File: config.mk
export PLATFORM = sky130hd
export DESIGN_NAME = idelay_tap_calibrator
export DESIGN_NICKNAME = d
export VERILOG_FILES = /design/src/rtl/idelay_cal_pkg.sv /design/src/rtl/idelay_window_tracker.sv /design/src/rtl/idelay_tap_calibrator.sv
export SDC_FILE = /design/constraint.sdc
export NUM_CORES = 1
export LEC_CHECK = 0
export BUFFER_PORTS_ARGS = -buffer_cell sky130_fd_sc_hd__buf_2
export CORE_ASPECT_RATIO = 0.8
export CORE_MARGIN = 2
export CORE_UTILIZATION = 25
export DETAILED_ROUTE_END_ITERATION = 10
export GPL_ROUTABILITY_DRIVEN = 0
export PLACE_DENSITY_LB_ADDON = 0.15
export SLEW_MARGIN = 20
export SYNTH_ARGS = -nofsm -noshare
export SYNTH_HDL_FRONTEND = slang
export SYNTH_SLANG_ARGS = --single-unit
File: constraint.sdc
create_clock -name CLK -period 3.9 [get_ports CLK]
set_clock_uncertainty 0.2 [all_clocks]
set_input_delay 0.39 -clock CLK [delete_from_list [all_inputs] [get_ports CLK]]
set_output_delay 0.39 -clock CLK [all_outputs]
set_load 0.01 [all_outputs]
File: src/rtl/idelay_cal_pkg.sv
// Shared types and constants for the IDELAY tap calibration sequencer.
// Holds the controller state encoding, counter widths and the tap-width helper.
package idelay_cal_pkg;

  typedef enum logic [3:0] {
    IDLE,
    RST_DLY,
    SETTLE,
    SAMPLE,
    STEP,
    EVAL,
    MOVE,
    MOVE_SETTLE,
    FAIL_RST,
    DONE_S,
    FAIL_S
  } cal_state_t;

  localparam int unsigned SETTLE_CNT_W = 8;
  localparam int unsigned SAMPLE_CNT_W = 8;

  function automatic int unsigned tap_width(input int unsigned num_taps);
    return $clog2(num_taps + 1);
  endfunction

endpackage

File: src/rtl/idelay_window_tracker.sv
// Tracks runs of good taps during the sweep and reports the longest one and its centre.
// Outputs already account for a still-open run, so they are usable in the same cycle as close.
module idelay_window_tracker
  import idelay_cal_pkg::*;
#(
  parameter int unsigned TAP_W = tap_width(8)
) (
  input  logic             clk,
  input  logic             rst_n,
  input  logic             clr,
  input  logic             tap_valid,
  input  logic             tap_good,
  input  logic [TAP_W-1:0] tap_idx,
  input  logic             close,
  output logic [TAP_W-1:0] best_start,
  output logic [TAP_W-1:0] best_len,
  output logic [TAP_W-1:0] center
);

  logic [TAP_W-1:0] r_cur_start;
  logic [TAP_W-1:0] r_cur_len;
  logic [TAP_W-1:0] r_best_start;
  logic [TAP_W-1:0] r_best_len;
  logic             w_cur_wins;

  // Strictly longer only: on a tie the earlier (lower-start) run is kept.
  assign w_cur_wins = (r_cur_len > r_best_len);

  always_ff @(posedge clk) begin
    if (!rst_n || clr) begin
      r_cur_start  <= '0;
      r_cur_len    <= '0;
      r_best_start <= '0;
      r_best_len   <= '0;
    end else if (tap_valid && tap_good) begin
      r_cur_len <= r_cur_len + TAP_W'(1);
      if (r_cur_len == '0) begin
        r_cur_start <= tap_idx;
      end
    end else if ((tap_valid && !tap_good) || close) begin
      if (w_cur_wins) begin
        r_best_start <= r_cur_start;
        r_best_len   <= r_cur_len;
      end
      r_cur_len <= '0;
    end
  end

  always_comb begin
    best_start = w_cur_wins ? r_cur_start : r_best_start;
    best_len   = w_cur_wins ? r_cur_len : r_best_len;
    center     = best_start + (best_len >> 1);
  end

endmodule

File: src/rtl/idelay_tap_calibrator.sv
// Calibration sequencer for the cascaded IDELAY wrapper: sweeps every tap, grades it
// from SAMPLE_OK, then steps back to the centre of the longest good window.
module idelay_tap_calibrator
  import idelay_cal_pkg::*;
#(
  parameter int unsigned NUM_TAPS        = 8,
  parameter int unsigned SETTLE_CYCLES   = 2,
  parameter int unsigned SAMPLES_PER_TAP = 4,
  parameter int unsigned MIN_WINDOW      = 2,
  parameter int unsigned TAP_W           = tap_width(NUM_TAPS)
) (
  input  logic             CLK,
  input  logic             RST_N,
  input  logic             START,
  input  logic             SAMPLE_OK,
  output logic             DLY_RST,
  output logic             DLY_CE,
  output logic             DLY_INC,
  output logic [TAP_W-1:0] TAP,
  output logic [TAP_W-1:0] CENTER_TAP,
  output logic [TAP_W-1:0] WINDOW_LEN,
  output logic             BUSY,
  output logic             DONE,
  output logic             ERR
);

  cal_state_t              r_state;
  cal_state_t              w_next;
  logic [SETTLE_CNT_W-1:0] r_settle_cnt;
  logic [SAMPLE_CNT_W-1:0] r_sample_cnt;
  logic                    r_good;
  logic [TAP_W-1:0]        r_tap;
  logic [TAP_W-1:0]        r_center;
  logic [TAP_W-1:0]        r_win_len;

  logic                    w_start_acc;
  logic                    w_settle_done;
  logic                    w_sample_last;
  logic                    w_good_acc;
  logic                    w_tap_last;
  logic                    w_short_window;
  logic [TAP_W-1:0]        w_best_start;
  logic [TAP_W-1:0]        w_best_len;
  logic [TAP_W-1:0]        w_center;

  assign w_start_acc   = START && ((r_state == IDLE) || (r_state == DONE_S) || (r_state == FAIL_S));
  assign w_settle_done = (r_settle_cnt == SETTLE_CNT_W'(SETTLE_CYCLES - 1));
  assign w_sample_last = (r_state == SAMPLE) && (r_sample_cnt == SAMPLE_CNT_W'(SAMPLES_PER_TAP - 1));
  assign w_good_acc    = SAMPLE_OK && ((r_sample_cnt == '0) || r_good);
  assign w_tap_last    = (r_tap == TAP_W'(NUM_TAPS - 1));
  assign w_short_window = (32'(w_best_len) < MIN_WINDOW);

  idelay_window_tracker #(
    .TAP_W(TAP_W)
  ) u_tracker (
    .clk       (CLK),
    .rst_n     (RST_N),
    .clr       (w_start_acc),
    .tap_valid (w_sample_last),
    .tap_good  (w_good_acc),
    .tap_idx   (r_tap),
    .close     (r_state == EVAL),
    .best_start(w_best_start),
    .best_len  (w_best_len),
    .center    (w_center)
  );

  always_ff @(posedge CLK) begin
    if (!RST_N) begin
      r_state <= IDLE;
    end else begin
      r_state <= w_next;
    end
  end

  always_comb begin
    w_next = r_state;
    case (r_state)
      IDLE, DONE_S, FAIL_S: if (START) w_next = RST_DLY;
      RST_DLY:              w_next = SETTLE;
      SETTLE:               if (w_settle_done) w_next = SAMPLE;
      SAMPLE: begin
        if (w_sample_last) w_next = w_tap_last ? EVAL : STEP;
      end
      STEP:                 w_next = SETTLE;
      EVAL: begin
        if (w_short_window)       w_next = FAIL_RST;
        else if (w_center == r_tap) w_next = DONE_S;
        else                      w_next = MOVE;
      end
      MOVE:                 w_next = MOVE_SETTLE;
      MOVE_SETTLE: begin
        if (w_settle_done) w_next = (r_tap == r_center) ? DONE_S : MOVE;
      end
      FAIL_RST:             w_next = FAIL_S;
      default:              w_next = IDLE;
    endcase
  end

  always_comb begin
    DLY_RST = 1'b0;
    DLY_CE  = 1'b0;
    DLY_INC = 1'b0;
    BUSY    = 1'b1;
    DONE    = 1'b0;
    ERR     = 1'b0;
    case (r_state)
      RST_DLY, FAIL_RST: DLY_RST = 1'b1;
      STEP: begin
        DLY_CE  = 1'b1;
        DLY_INC = 1'b1;
      end
      MOVE:   DLY_CE = 1'b1;
      IDLE:   BUSY   = 1'b0;
      DONE_S: begin
        BUSY = 1'b0;
        DONE = 1'b1;
      end
      FAIL_S: begin
        BUSY = 1'b0;
        ERR  = 1'b1;
      end
      default: ;
    endcase
  end

  // Counters free-run only inside their own phase and park at zero elsewhere,
  // so each visit to SETTLE/MOVE_SETTLE/SAMPLE starts from a clean count.
  always_ff @(posedge CLK) begin
    if (!RST_N) begin
      r_settle_cnt <= '0;
      r_sample_cnt <= '0;
      r_good       <= 1'b0;
    end else begin
      if ((r_state == SETTLE) || (r_state == MOVE_SETTLE)) begin
        r_settle_cnt <= w_settle_done ? '0 : r_settle_cnt + SETTLE_CNT_W'(1);
      end else begin
        r_settle_cnt <= '0;
      end
      if (r_state == SAMPLE) begin
        r_sample_cnt <= w_sample_last ? '0 : r_sample_cnt + SAMPLE_CNT_W'(1);
        r_good       <= w_good_acc;
      end else begin
        r_sample_cnt <= '0;
        r_good       <= 1'b0;
      end
    end
  end

  always_ff @(posedge CLK) begin
    if (!RST_N) begin
      r_tap     <= '0;
      r_center  <= '0;
      r_win_len <= '0;
    end else begin
      case (r_state)
        RST_DLY, FAIL_RST: r_tap <= '0;
        STEP:              r_tap <= r_tap + TAP_W'(1);
        MOVE:              r_tap <= r_tap - TAP_W'(1);
        EVAL: begin
          r_center  <= w_center;
          r_win_len <= w_best_len;
        end
        default: ;
      endcase
    end
  end

  assign TAP        = r_tap;
  assign CENTER_TAP = r_center;
  assign WINDOW_LEN = r_win_len;

endmodule
After elaboration in Yosys (flattened, before gate mapping) --
Cells that the tools add are included.
Cells by class: $mul 0, eq/ne operators 19, reductions and logical operators 28, divide/modulo/power cells 0, bitwise gates (word level) 4, add/subtract/negate cells 6, shift operators 0, $lt $le $gt $ge 2, multiplexer cells 20
Operator list (number):
- $mux W4 | 11
- $pmux W4 S8 | 1
- $eq A4 B3 Y1 const B | 5
- $add A8 B1 Y8 const B | 2
- $eq A4 B4 Y1 const B | 3
- $pmux W4 S3 | 1
- $reduce_or A3 Y1 | 3
- $add A4 B1 Y4 const B | 2
- $eq A4 B2 Y1 const B | 2
- $eq A4 B4 Y1 | 2
- $eq A8 B1 Y1 const B | 1
- $eq A8 B2 Y1 const B | 1
- $logic_not A4 Y1 | 2
- $logic_not A8 Y1 | 1
- $mux W1 | 7
- $logic_or A1 B1 Y1 | 6
- $reduce_and A2 Y1 | 3
- $reduce_or A2 Y1 | 3
- $logic_and A1 B1 Y1 | 5
- $add A4 B3 Y4 | 1
- $eq A4 B1 Y1 const B | 1
- $gt A4 B4 Y1 | 1
- $lt A4 B2 Y1 const B | 1
- $ne A2 B1 Y1 const B | 2
- other kinds (7) | 12
Storage, ports and cells: memories 0, RAM bits 0, bits in registers 49, latch bits 0, ROM bits 0, word-level logic and storage cells 90

Depth between registers and ports, before layout --
Gate-level depths: netlist of run 1.
depth after elaboration 8, depth in mapped cells 14

By module --
Synthesis of run 1 repeated with hierarchy kept, for this count alone.
Unflattened totals: cell total of the unflattened synthesis 334, area total of the unflattened synthesis 2865.2 µm²
By module, submodules not included:
- idelay_tap_calibrator | area an instance 1864.3 µm², seq. area each 660.6 µm², instances 1, cells an instance 215
- idelay_window_tracker | area an instance 1001.0 µm², seq. area each 320.3 µm², instances 1, cells an instance 119

Least setup slack after synthesis of run 1 --
No wires, ideal clock.
kind flip-flop to flip-flop, from reg u_tracker.r_cur_len[1], to reg r_state[3], clock period less this slack 3229 ps, slack 671 ps, arrival time 2912 ps, path buffers 0, cell stages (with the launch flop) 12, required time 3584 ps, path through dfxtp_1 ha_1 nor2b_1 o21ba_2 o21ai_4 mux2_2 ha_1 nand3_1 mux2_4 o311ai_4 xnor2_1 a41o_1
On the way: cells in the longest elaborated chain, start to end 7, elaborated cells between the ends (all ways) 9, those cells by class 1 x add/sub; 2 x order compare; 1 x eq/ne; 5 x mux
RTL lines:
- from (decl) | line idelay_window_tracker.sv:21 | logic [TAP_W-1:0] r_cur_len;
- from (signal assigned) | line idelay_window_tracker.sv:36 | r_cur_len <= r_cur_len + TAP_W'(1);
- $gt A4 B4 Y1 | line idelay_window_tracker.sv:27 | assign w_cur_wins = (r_cur_len > r_best_len);
- $mux W4 | line idelay_window_tracker.sv:50 | best_start = w_cur_wins ? r_cur_start : r_best_start;
- net u_tracker.best_start[2] | line idelay_window_tracker.sv:15 | output logic [TAP_W-1:0] best_start,
- $add A4 B3 Y4 | line idelay_window_tracker.sv:52 | center = best_start + (best_len >> 1);
- $eq A4 B4 Y1 | line idelay_tap_calibrator.sv:88 | else if (w_center == r_tap) w_next = DONE_S;
- $mux W4 | line idelay_tap_calibrator.sv:88
- $mux W4 | line idelay_tap_calibrator.sv:87 | if (w_short_window) w_next = FAIL_RST;
- $pmux W4 S8 | line idelay_tap_calibrator.sv:78 | case (r_state)
- to (signal assigned) | line idelay_tap_calibrator.sv:72 | r_state <= w_next;
- to (decl) | line idelay_tap_calibrator.sv:27 | cal_state_t r_state;
The timed path passes the listed nets, and every way through them passes these cells. A chain may end at the register's enable or synchronous reset.

Worst setup path after layout of run 1 --
Ends and elaborated chain as after synthesis.

==> impl_metrics.toml, run 1 <==
[global_route]
grt_pass1_wl_um = 12600
grt_overflow = 0
antenna_found_initial = 0
grt_pass1_vias = 2330
grt_max_degree = 21
grtUsageTotal_pct = 12.4

[floorplanning]
die_h_um = 102
initial_core_util_pct = 25.7
core-area_um2 = 11600
die_x_um = 126
core.rowCount = 35
pin_count = 22
die_area_um2 = 12800

[logic_synthesis]
synth_fp_nets = 384
synth.top_cell.area_share_pct = 32.8
synth_cell_type_count = 59
ys_seq_area_share_pct = 32.8
ys_seq_elements = 49
syn_area_um2 = 2990
yosys-top-cells-area = "dfxtp_1 33%, nor2_1 7.3%, ha_1 6.3%"
synthCells = 364
synth_flop_cell = "dfxtp_1"
synth_largest_area_cell = "dfxtp_1"
async_flop_share_pct = 0
syn_area_per_cell_um2 = 8.21
yosysWarnings = 0
synth_edf_count = 0

[worst_setup_path]
cp_common_cell = "ha_1"
cp-start-kind = "flip-flop"
worstPathArrival_ps = 3580
path_cells = "ha_1, nor2b_1, o21ba_2, o21ai_4, mux2_2, ha_1, ha_1, a311oi_2, xnor3_1, nor2_1, a41o_1"
critPathMaxFanout = 9
slowest_delay_ps = 470
cpMaxStageDelayCell = "dfxtp_1"
cp-end-kind = "flip-flop"
worst_ep_required_time_ps = 3940
crit_type = "flip-flop to flip-flop"

[sta]
min_period_ps = 3540
setup_viol = 0
clock.fmax_ghz = 0.283
hold_violations = 0
maxSlewViolCount = 0
period_share_pct = 90.7
whs_ps = 150
final.setup.tns_ps = 0
rsz0062_at_grt = "no"
maxSlewHeadroom_pct = 63.1
final.setup.worst_slack_ps = 361
worst_pin_slew_ps = 551

[layout]
final_util_pct = 29.3
drive_gt1_share_pct = 13.6
n_antenna_cell = 0
stdcell_area_um2 = 3400
regArea_um2 = 981
final_nets = 401
nFillCells = 1245
multi_input_area_um2 = 1860
area_growth_pct = 13.9
layout.cells.non_filler = 530

[place]
portBuffers = 21
dpl.hpwl_um = 5460
pre_cts_slack_ps = 361
placed_cells = 522
place_area_um2 = 3250

[cts]
cts_htree_levels = 2
ctsHoldBuffers = 0
clock_latency_ps = 290
clock_sinks = 49
clk_path_buf_depth = 2
cts_buffers = 5
cts_tree = "yes"
post_cts_buffers = 0
ctsResizeCount = 0
cts-root-buf = "clkbuf_16"
clkTransAtPathRegs_ps = 70

[detailed_routing]
avgViaCountPerCell = 4.72
ant_nets = 0
dr_total_vias = 2503
drc = 0
wl_um = 7420
wl_per_cell_um = 14.0
drt_iter0_drc = 128
firstDrtPassIters = 5

[power_and_ir_drop]
p_leak_nw = 1.40
peakVddDrop_uv = 149
pwr_density_cell_nw_per_um2 = 301
total_power_mw = 1.02

[flow_run]
max_cap_violations = 0

[worst_hold_path]
hp-class = "input pin to flip-flop"

[outcome]
outcome = "complete, no violations"
==> cell usage after synthesis, types with 3 or more instances <==
cell	number
nor2_1	58
dfxtp_1	49
nand2_1	26
inv_1	22
a21oi_1	21
nand3_1	16
xnor2_1	16
ha_1	15
o21ai_0	13
xor2_1	13
mux2i_1	12
clkbuf_1	11
a211oi_1	8
and3_1	7
nand2b_1	6
nor3_1	5
or2_2	5
buf_2	4
and2_1	3
mux2_2	3
nand4_1	3
==> flip-flops by register name, summed over array words and instances, names as in the netlist <==
signal,cells
r_sample_cnt,8
r_settle_cnt,8
CENTER_TAP,4
TAP,4
WINDOW_LEN,4
r_state,4
u_tracker.r_best_len,4
u_tracker.r_best_start,4
u_tracker.r_cur_len,4
u_tracker.r_cur_start,4
r_good,1
==> final cells by class <==
type                            instances  area share [%]
Inverter                               22            2.43
Sequential cell                        49            28.8
Multi-Input combinational cell        277            54.6
Clock buffer                            6            4.08
Clock inverter                          2           0.404
Tap cell                              148            5.44
Timing Repair Buffer                   26            4.19
==> path summary, 6_finish.rpt <==
| check | startpoint | end | slack (ps) | depth (start not counted) |
|---|---|---|---|---|
| setup / recovery | u_tracker.r_cur_len[1] | r_state[3] | 360 | 11 |
| hold / removal | SAMPLE_OK | r_good | 150 | 3 |
| setup reg to reg | u_tracker.r_cur_len[1] | r_state[3] | 360 | 11 |
| hold reg to reg | r_settle_cnt[0] | r_settle_cnt[0] | 280 | 1 |
==> power breakdown <==
part | leakage [nW] | switching (mW) | internal [mW] | total, mW
combinational | 0.924 | 0.0368 | 0.0235 | 0.0603
sequential | 0.395 | 0.00699 | 0.502 | 0.509
clock | 0.0768 | 0.198 | 0.256 | 0.454
==> worst max-delay path, delay by kind of cell, from the launching register on <==
| family | cells | cell delay [ps] |
|---|---|---|
| AOI/OAI and AO/OA | 4 | 1030 |
| adders and majority gates | 3 | 760 |
| DFF | 1 | 470 |
| muxes | 1 | 390 |
| and+or+nand+nor | 2 | 350 |
| xor gates and xnor gates | 1 | 290 |
==> cell usage in the layout, fill, tap and decap left out, types with 3 or more instances in the layout <==
master,instances
nor2_1,58
dfxtp_1,49
nand2_1,26
inv_1,22
a21oi_1,21
buf_2,21
xnor2_1,16
nand3_1,16
ha_1,15
xor2_1,13
o21ai_0,13
mux2i_1,12
a211oi_1,8
and3_1,7
nand2b_1,6
nor3_1,5
or2_2,5
clkbuf_16,5
buf_4,5
nand4_1,3
mux2_2,3
and2_1,3
==> cells by family after synthesis <==
group | after synthesis | share of synthesized area, %
simple gates | 142 | 22.8
compound gates | 72 | 17.2
flops | 49 | 32.8
buf+inv | 38 | 4.94
xor+xnor | 30 | 9.25
fa+ha+maj | 17 | 7.29
mux | 16 | 5.65
==> per-layer routing <==
layer	GRT usage, %	part of all wire, %
met3	2.96	3.7
met2	17.8	40
met4	3.13	0.96
met5	0	0
met1	18.4	55
Note: power is estimated with default switching activity, not from simulation.
==> run 2: changes to the inputs <==
--- a/config.mk
+++ b/config.mk
@@ -9,9 +9,10 @@
 export CORE_ASPECT_RATIO = 0.8
 export CORE_MARGIN = 2
 export CORE_UTILIZATION = 25
+export CTS_BUF_LIST = sky130_fd_sc_hd__clkbuf_4 sky130_fd_sc_hd__clkbuf_8 sky130_fd_sc_hd__clkbuf_16
 export DETAILED_ROUTE_END_ITERATION = 10
 export GPL_ROUTABILITY_DRIVEN = 0
-export PLACE_DENSITY_LB_ADDON = 0.15
+export PLACE_DENSITY = 0.4
 export SLEW_MARGIN = 20
 export SYNTH_ARGS = -nofsm -noshare
 export SYNTH_HDL_FRONTEND = slang
==> impl_metrics.toml, run 2 (synthesis gave the netlist of run 1 again) <==
[outcome]
outcome = "complete, no violations"

[worst_setup_path]
worst_ep_required_time_ps = 3860
crit_type = "flip-flop to flip-flop"
cp-start-kind = "flip-flop"
regToRegSetupSlack_ps = 330
reg2reg_to = "r_state[2]"
critPathMaxFanout = 9
cp-end-kind = "flip-flop"
r2r_cells = 11
worstReg2RegStart = "u_tracker.r_cur_len[1]"
worstPathArrival_ps = 3520

[sta]
whs_ps = 148
final.setup.tns_ps = 0
clock.fmax_ghz = 0.280
rsz0062_at_grt = "no"
worst_pin_slew_ps = 606
setup_viol = 0
hold_violations = 0
maxSlewViolCount = 0
maxSlewHeadroom_pct = 59.5
min_period_ps = 3570
period_share_pct = 91.5

[place]
portBuffers = 21
dpl.hpwl_um = 5570
placed_cells = 524

[worst_hold_path]
worstHoldStart = "SAMPLE_OK"
hp-class = "input pin to flip-flop"
whs_path_depth = 3
hold_path_end = "r_good"

[detailed_routing]
avgViaCountPerCell = 4.69
dr_total_vias = 2491
wl_per_cell_um = 14.3
drc = 0
ant_nets = 0
firstDrtPassIters = 4
wl_um = 7570
drt_iter0_drc = 106

[layout]
multi_input_area_um2 = 1860
layout.cells.non_filler = 531
regArea_um2 = 981
final_cell_mix = "58 x nor2_1, 49 x dfxtp_1, 26 x nand2_1"
largestRegisters = "r_sample_cnt: 8 flops, r_settle_cnt: 8 flops"
final_nets = 403
final_common_cell = "nor2_1"
nFillCells = 1229
n_antenna_cell = 0
area_growth_pct = 14.2
drive_gt1_share_pct = 13.8

[cts]
ctsResizeCount = 0
cts-root-buf = "clkbuf_16"
cts_htree_levels = 2
ctsHoldBuffers = 0
cts_tree = "yes"
clock_sinks = 49
post_cts_buffers = 0
cts_buffers = 5
clock_latency_ps = 290
clkTransAtPathRegs_ps = 60
clk_path_buf_depth = 2

[power_and_ir_drop]
pwr_density_cell_nw_per_um2 = 298
peakVddDrop_uv = 139
p_leak_nw = 1.40

[global_route]
antenna_found_initial = 0
grt_pass1_vias = 2353
grt_overflow = 0
grt_max_degree = 21
grt_pass1_wl_um = 12600
grtUsageTotal_pct = 12.5

[flow_run]
max_cap_violations = 0

[floorplanning]
die_h_um = 102
die_area_um2 = 12800
core-area_um2 = 11600
core.rowCount = 35
pin_count = 22
initial_core_util_pct = 25.7
die_x_um = 126
==> run 2: cell types whose count changed in the layout (fill, tap and decap cells not counted) <==
cell,change
buf_4,+2
clkbuf_4,+1
clkinv_4,-1
clkinv_2,-1
==> run 2: how the worst max path moves through the flow <==
stage	to	startpoint	cells past startpoint	slack [ps]
2_1_floorplan	r_state[3]	u_tracker.r_cur_len[1]	11	670
3_3_place_gp	r_state[2]	u_tracker.r_cur_len[1]	11	450
3_5_place_dp	r_state[2]	u_tracker.r_cur_len[1]	11	350
4_1_cts	r_state[2]	u_tracker.r_cur_len[1]	11	360
5_1_grt	r_state[2]	u_tracker.r_cur_len[1]	11	150
6_report	r_state[2]	u_tracker.r_cur_len[1]	11	330
==> run 2: final cells by class <==
type | instances | area share, %
clock buffer | 7 | 4.29
inverter | 22 | 2.42
multi-input combinational | 277 | 54.5
sequential | 49 | 28.7
tap | 148 | 5.43
timing repair buffer | 28 | 4.62
==> run 2: critical path, stage by stage (launching register included) <==
cell and delay (ps):
dfxtp_1 480, ha_1 310, nor2b_1 150, o21ba_2 220, o21ai_4 340, mux2_2 400, ha_1 240, ha_1 200
a311oi_2 260, xnor3_1 290, nor2_1 200, a31oi_1 130
==> run 2: metrics by stage <==
| stage | area, um^2 | power, mW | utilization [%] | setup WS (ps) |
|---|---|---|---|---|
| global placement | 3270 | 0.581 | 28.1 | 454 |
| finish | 3410 | 1.02 | 29.4 | 333 |
| floorplan | 2990 | 0.561 | - | 671 |
| global route | 3410 | 1.06 | 29.4 | 151 |
| CTS | 3410 | 1.04 | 29.4 | 356 |
| detailed placement | 3270 | 0.580 | 28.1 | 351 |
==> run 2: report_power, final <==
part | switching [mW] | internal (mW) | leakage, nW | total, mW
Sequential | 0.00693 | 0.502 | 0.395 | 0.509
Clock | 0.187 | 0.259 | 0.0734 | 0.447
Combinational | 0.0365 | 0.0235 | 0.934 | 0.0600
==> run 2: per-layer routing <==
layer  up-vias  share of wire, %  track usage [%]
met5         -                 0                0
met4         0               1.0             3.30
met3         8               4.7             2.91
met2        46                41             17.8
met1      1136                54             18.7
li1       1301                 -                -
==> run 3: changes to the inputs <==
--- a/config.mk
+++ b/config.mk
@@ -5,9 +5,10 @@
 export SDC_FILE = /design/constraint.sdc
 export NUM_CORES = 1
 export LEC_CHECK = 0
+export ABC_AREA = 1
 export BUFFER_PORTS_ARGS = -buffer_cell sky130_fd_sc_hd__buf_2
 export CORE_ASPECT_RATIO = 0.8
-export CORE_MARGIN = 2
+export CORE_MARGIN = 4
 export CORE_UTILIZATION = 25
 export CTS_BUF_LIST = sky130_fd_sc_hd__clkbuf_4 sky130_fd_sc_hd__clkbuf_8 sky130_fd_sc_hd__clkbuf_16
 export DETAILED_ROUTE_END_ITERATION = 10
==> impl_metrics.toml, run 3 <==
[outcome]
outcome = "complete, no violations"

[logic_synthesis]
async_flop_share_pct = 0
syn_area_um2 = 2780
syn_area_per_cell_um2 = 6.93
synthMostInstantiatedCell = "nand2_1"
synth_flop_cell = "dfxtp_1"
synth_cell_type_count = 36
ys_seq_area_share_pct = 35.2
yosysWarnings = 0
synth.top_cell.area_share_pct = 35.2
synth_edf_count = 0
ys_seq_elements = 49
synthCells = 402
ys_top_cells_by_count = "78 x nand2_1, 64 x inv_1, 54 x nor2_1"
synth_largest_area_cell = "dfxtp_1"
yosys-top-cells-area = "dfxtp_1 35%, nand2_1 11%, inv_1 8.6%"
synth_fp_nets = 422

[sta]
setup_viol = 0
clock.fmax_ghz = 0.290
worst_pin_slew_ps = 465
maxSlewViolCount = 0
whs_ps = 227
final.setup.worst_slack_ps = 457
rsz0062_at_grt = "no"
min_period_ps = 3440
final.setup.tns_ps = 0
maxSlewHeadroom_pct = 69.0
period_share_pct = 88.3
hold_violations = 0

[worst_hold_path]
whs_path_depth = 3
hold_path_end = "r_good"
worstHoldStart = "SAMPLE_OK"
hp-class = "input pin to flip-flop"

[place]
portBuffers = 21
pre_cts_slack_ps = 482
dpl.hpwl_um = 5510
place_area_um2 = 3070
placed_cells = 566

[floorplanning]
die_area_um2 = 12900
pin_count = 22
die_x_um = 126
die_h_um = 102
initial_core_util_pct = 25.6
core.rowCount = 34
core-area_um2 = 10900

[detailed_routing]
firstDrtPassIters = 4
wl_um = 7040
dr_total_vias = 2488
drc = 0
avgViaCountPerCell = 4.33
wl_per_cell_um = 12.3
ant_nets = 0
drt_iter0_drc = 107

[global_route]
grt_overflow = 0
antenna_found_initial = 0
grt_max_degree = 17
grtUsageTotal_pct = 11.6
grt_pass1_vias = 2370
grt_pass1_wl_um = 11900

[layout]
final_cell_mix = "78 x nand2_1, 64 x inv_1, 54 x nor2_1"
largestRegisters = "r_sample_cnt: 8 flops, r_settle_cnt: 8 flops"
drive_gt1_share_pct = 13.7
final_util_pct = 29.8
final_nets = 449
layout.cells.non_filler = 574
n_antenna_cell = 0
stdcell_area_um2 = 3250
final_common_cell = "nand2_1"
area_growth_pct = 16.7

[cts]
clkTransAtPathRegs_ps = 60
ctsHoldBuffers = 0
clk_path_buf_depth = 2
cts-root-buf = "clkbuf_16"
cts_tree = "yes"
clock_latency_ps = 300
ctsResizeCount = 0
clock_sinks = 49
cts_htree_levels = 2
cts_buffers = 5
post_cts_buffers = 0

[flow_run]
max_cap_violations = 0

[worst_setup_path]
worstReg2RegStart = "u_tracker.r_cur_len[1]"
critPathMaxFanout = 15
crit_path_start = "u_tracker.r_cur_len[1]"
regToRegSetupSlack_ps = 460
r2r_cells = 20
reg2reg_to = "r_state[2]"
worst_ep_required_time_ps = 3860
worstPathArrival_ps = 3400
crit_type = "flip-flop to flip-flop"
cp-end-kind = "flip-flop"
cp-start-kind = "flip-flop"

[power_and_ir_drop]
p_leak_nw = 1.50
peakVddDrop_uv = 168
switching_share_pct = 29.3
pwr-share-comb_pct = 19.4
pwr_density_cell_nw_per_um2 = 402
power_frac_seq_pct = 40.9
p_int_mw = 0.923
total_power_mw = 1.31
power_frac_clock_pct = 39.7
power.switching_mw = 0.383
[run 3: cell types whose count changed after synthesis, sizes merged, moves of 4 or more]
cell    delta
inv       +52
nand2     +52
mux2i     -12
o21ai      +9
xnor2      -9
clkbuf     -8
nand3      +8
a211oi     -7
and3       -7
a21oi      +6
nand2b     -6
xor2       -6
mux2       -4
o211ai     +4
[run 3: layout make-up]
cell class / instances / area (um^2)
Clock buffer: 6 / 139
Clock inverter: 2 / 37.5
Inverter: 76 / 289
Timing Repair Buffer: 25 / 135
Sequential cell: 49 / 981
Tap cell: 144 / 180
Fill cell: 1228 / 7640
Multi-Input combinational cell: 272 / 1490
[run 3: worst max path at each step]
stage and endpoint:
2_1_floorplan r_state[2], 3_3_place_gp r_state[2], 3_5_place_dp r_state[2], 4_1_cts r_state[2], 5_1_grt r_state[3], 6_report r_state[2]
[run 3: worst max-delay path: stages (launching register included)]
cell,delay (ps)
dfxtp_1,440
ha_1,290
nand2_1,80
nand2_1,50
nand2_1,50
nand2_1,100
nand2_1,370
nand2_1,90
o21ai_1,200
inv_1,80
ha_1,220
ha_1,300
xor2_1,160
nor2_1,90
nand2_1,50
nor2_1,80
nand3_1,130
nand2_1,110
nand3_1,70
nand2_1,80
a21oi_1,60
[run 3: routing by layer]
metal  wire (um)  GRT usage (%)  up-vias
met5           0              0        -
met1        3940           17.0     1119
met3         192           2.66        6
met2        2830           17.1       25
met4          79           2.97        0
li1            -              -     1338
[run 3: kinds of logic after synthesis]
group,after synthesis,synth area share [%]
flops,49,35.2
buf+inv,81,11.4
simple gates,180,28.8
fa+ha+maj,16,7.46
xor+xnor,14,4.40
compound gates,62,12.7
[run 3: power groups by stage]
stage	combinational, mW	clock, mW	sequential, mW
global route	0.297	0.562	0.535
floorplan	0.178	0	0.541
finish	0.253	0.519	0.534
CTS	0.258	0.538	0.533
global placement	0.259	0	0.545
detailed placement	0.256	0	0.545
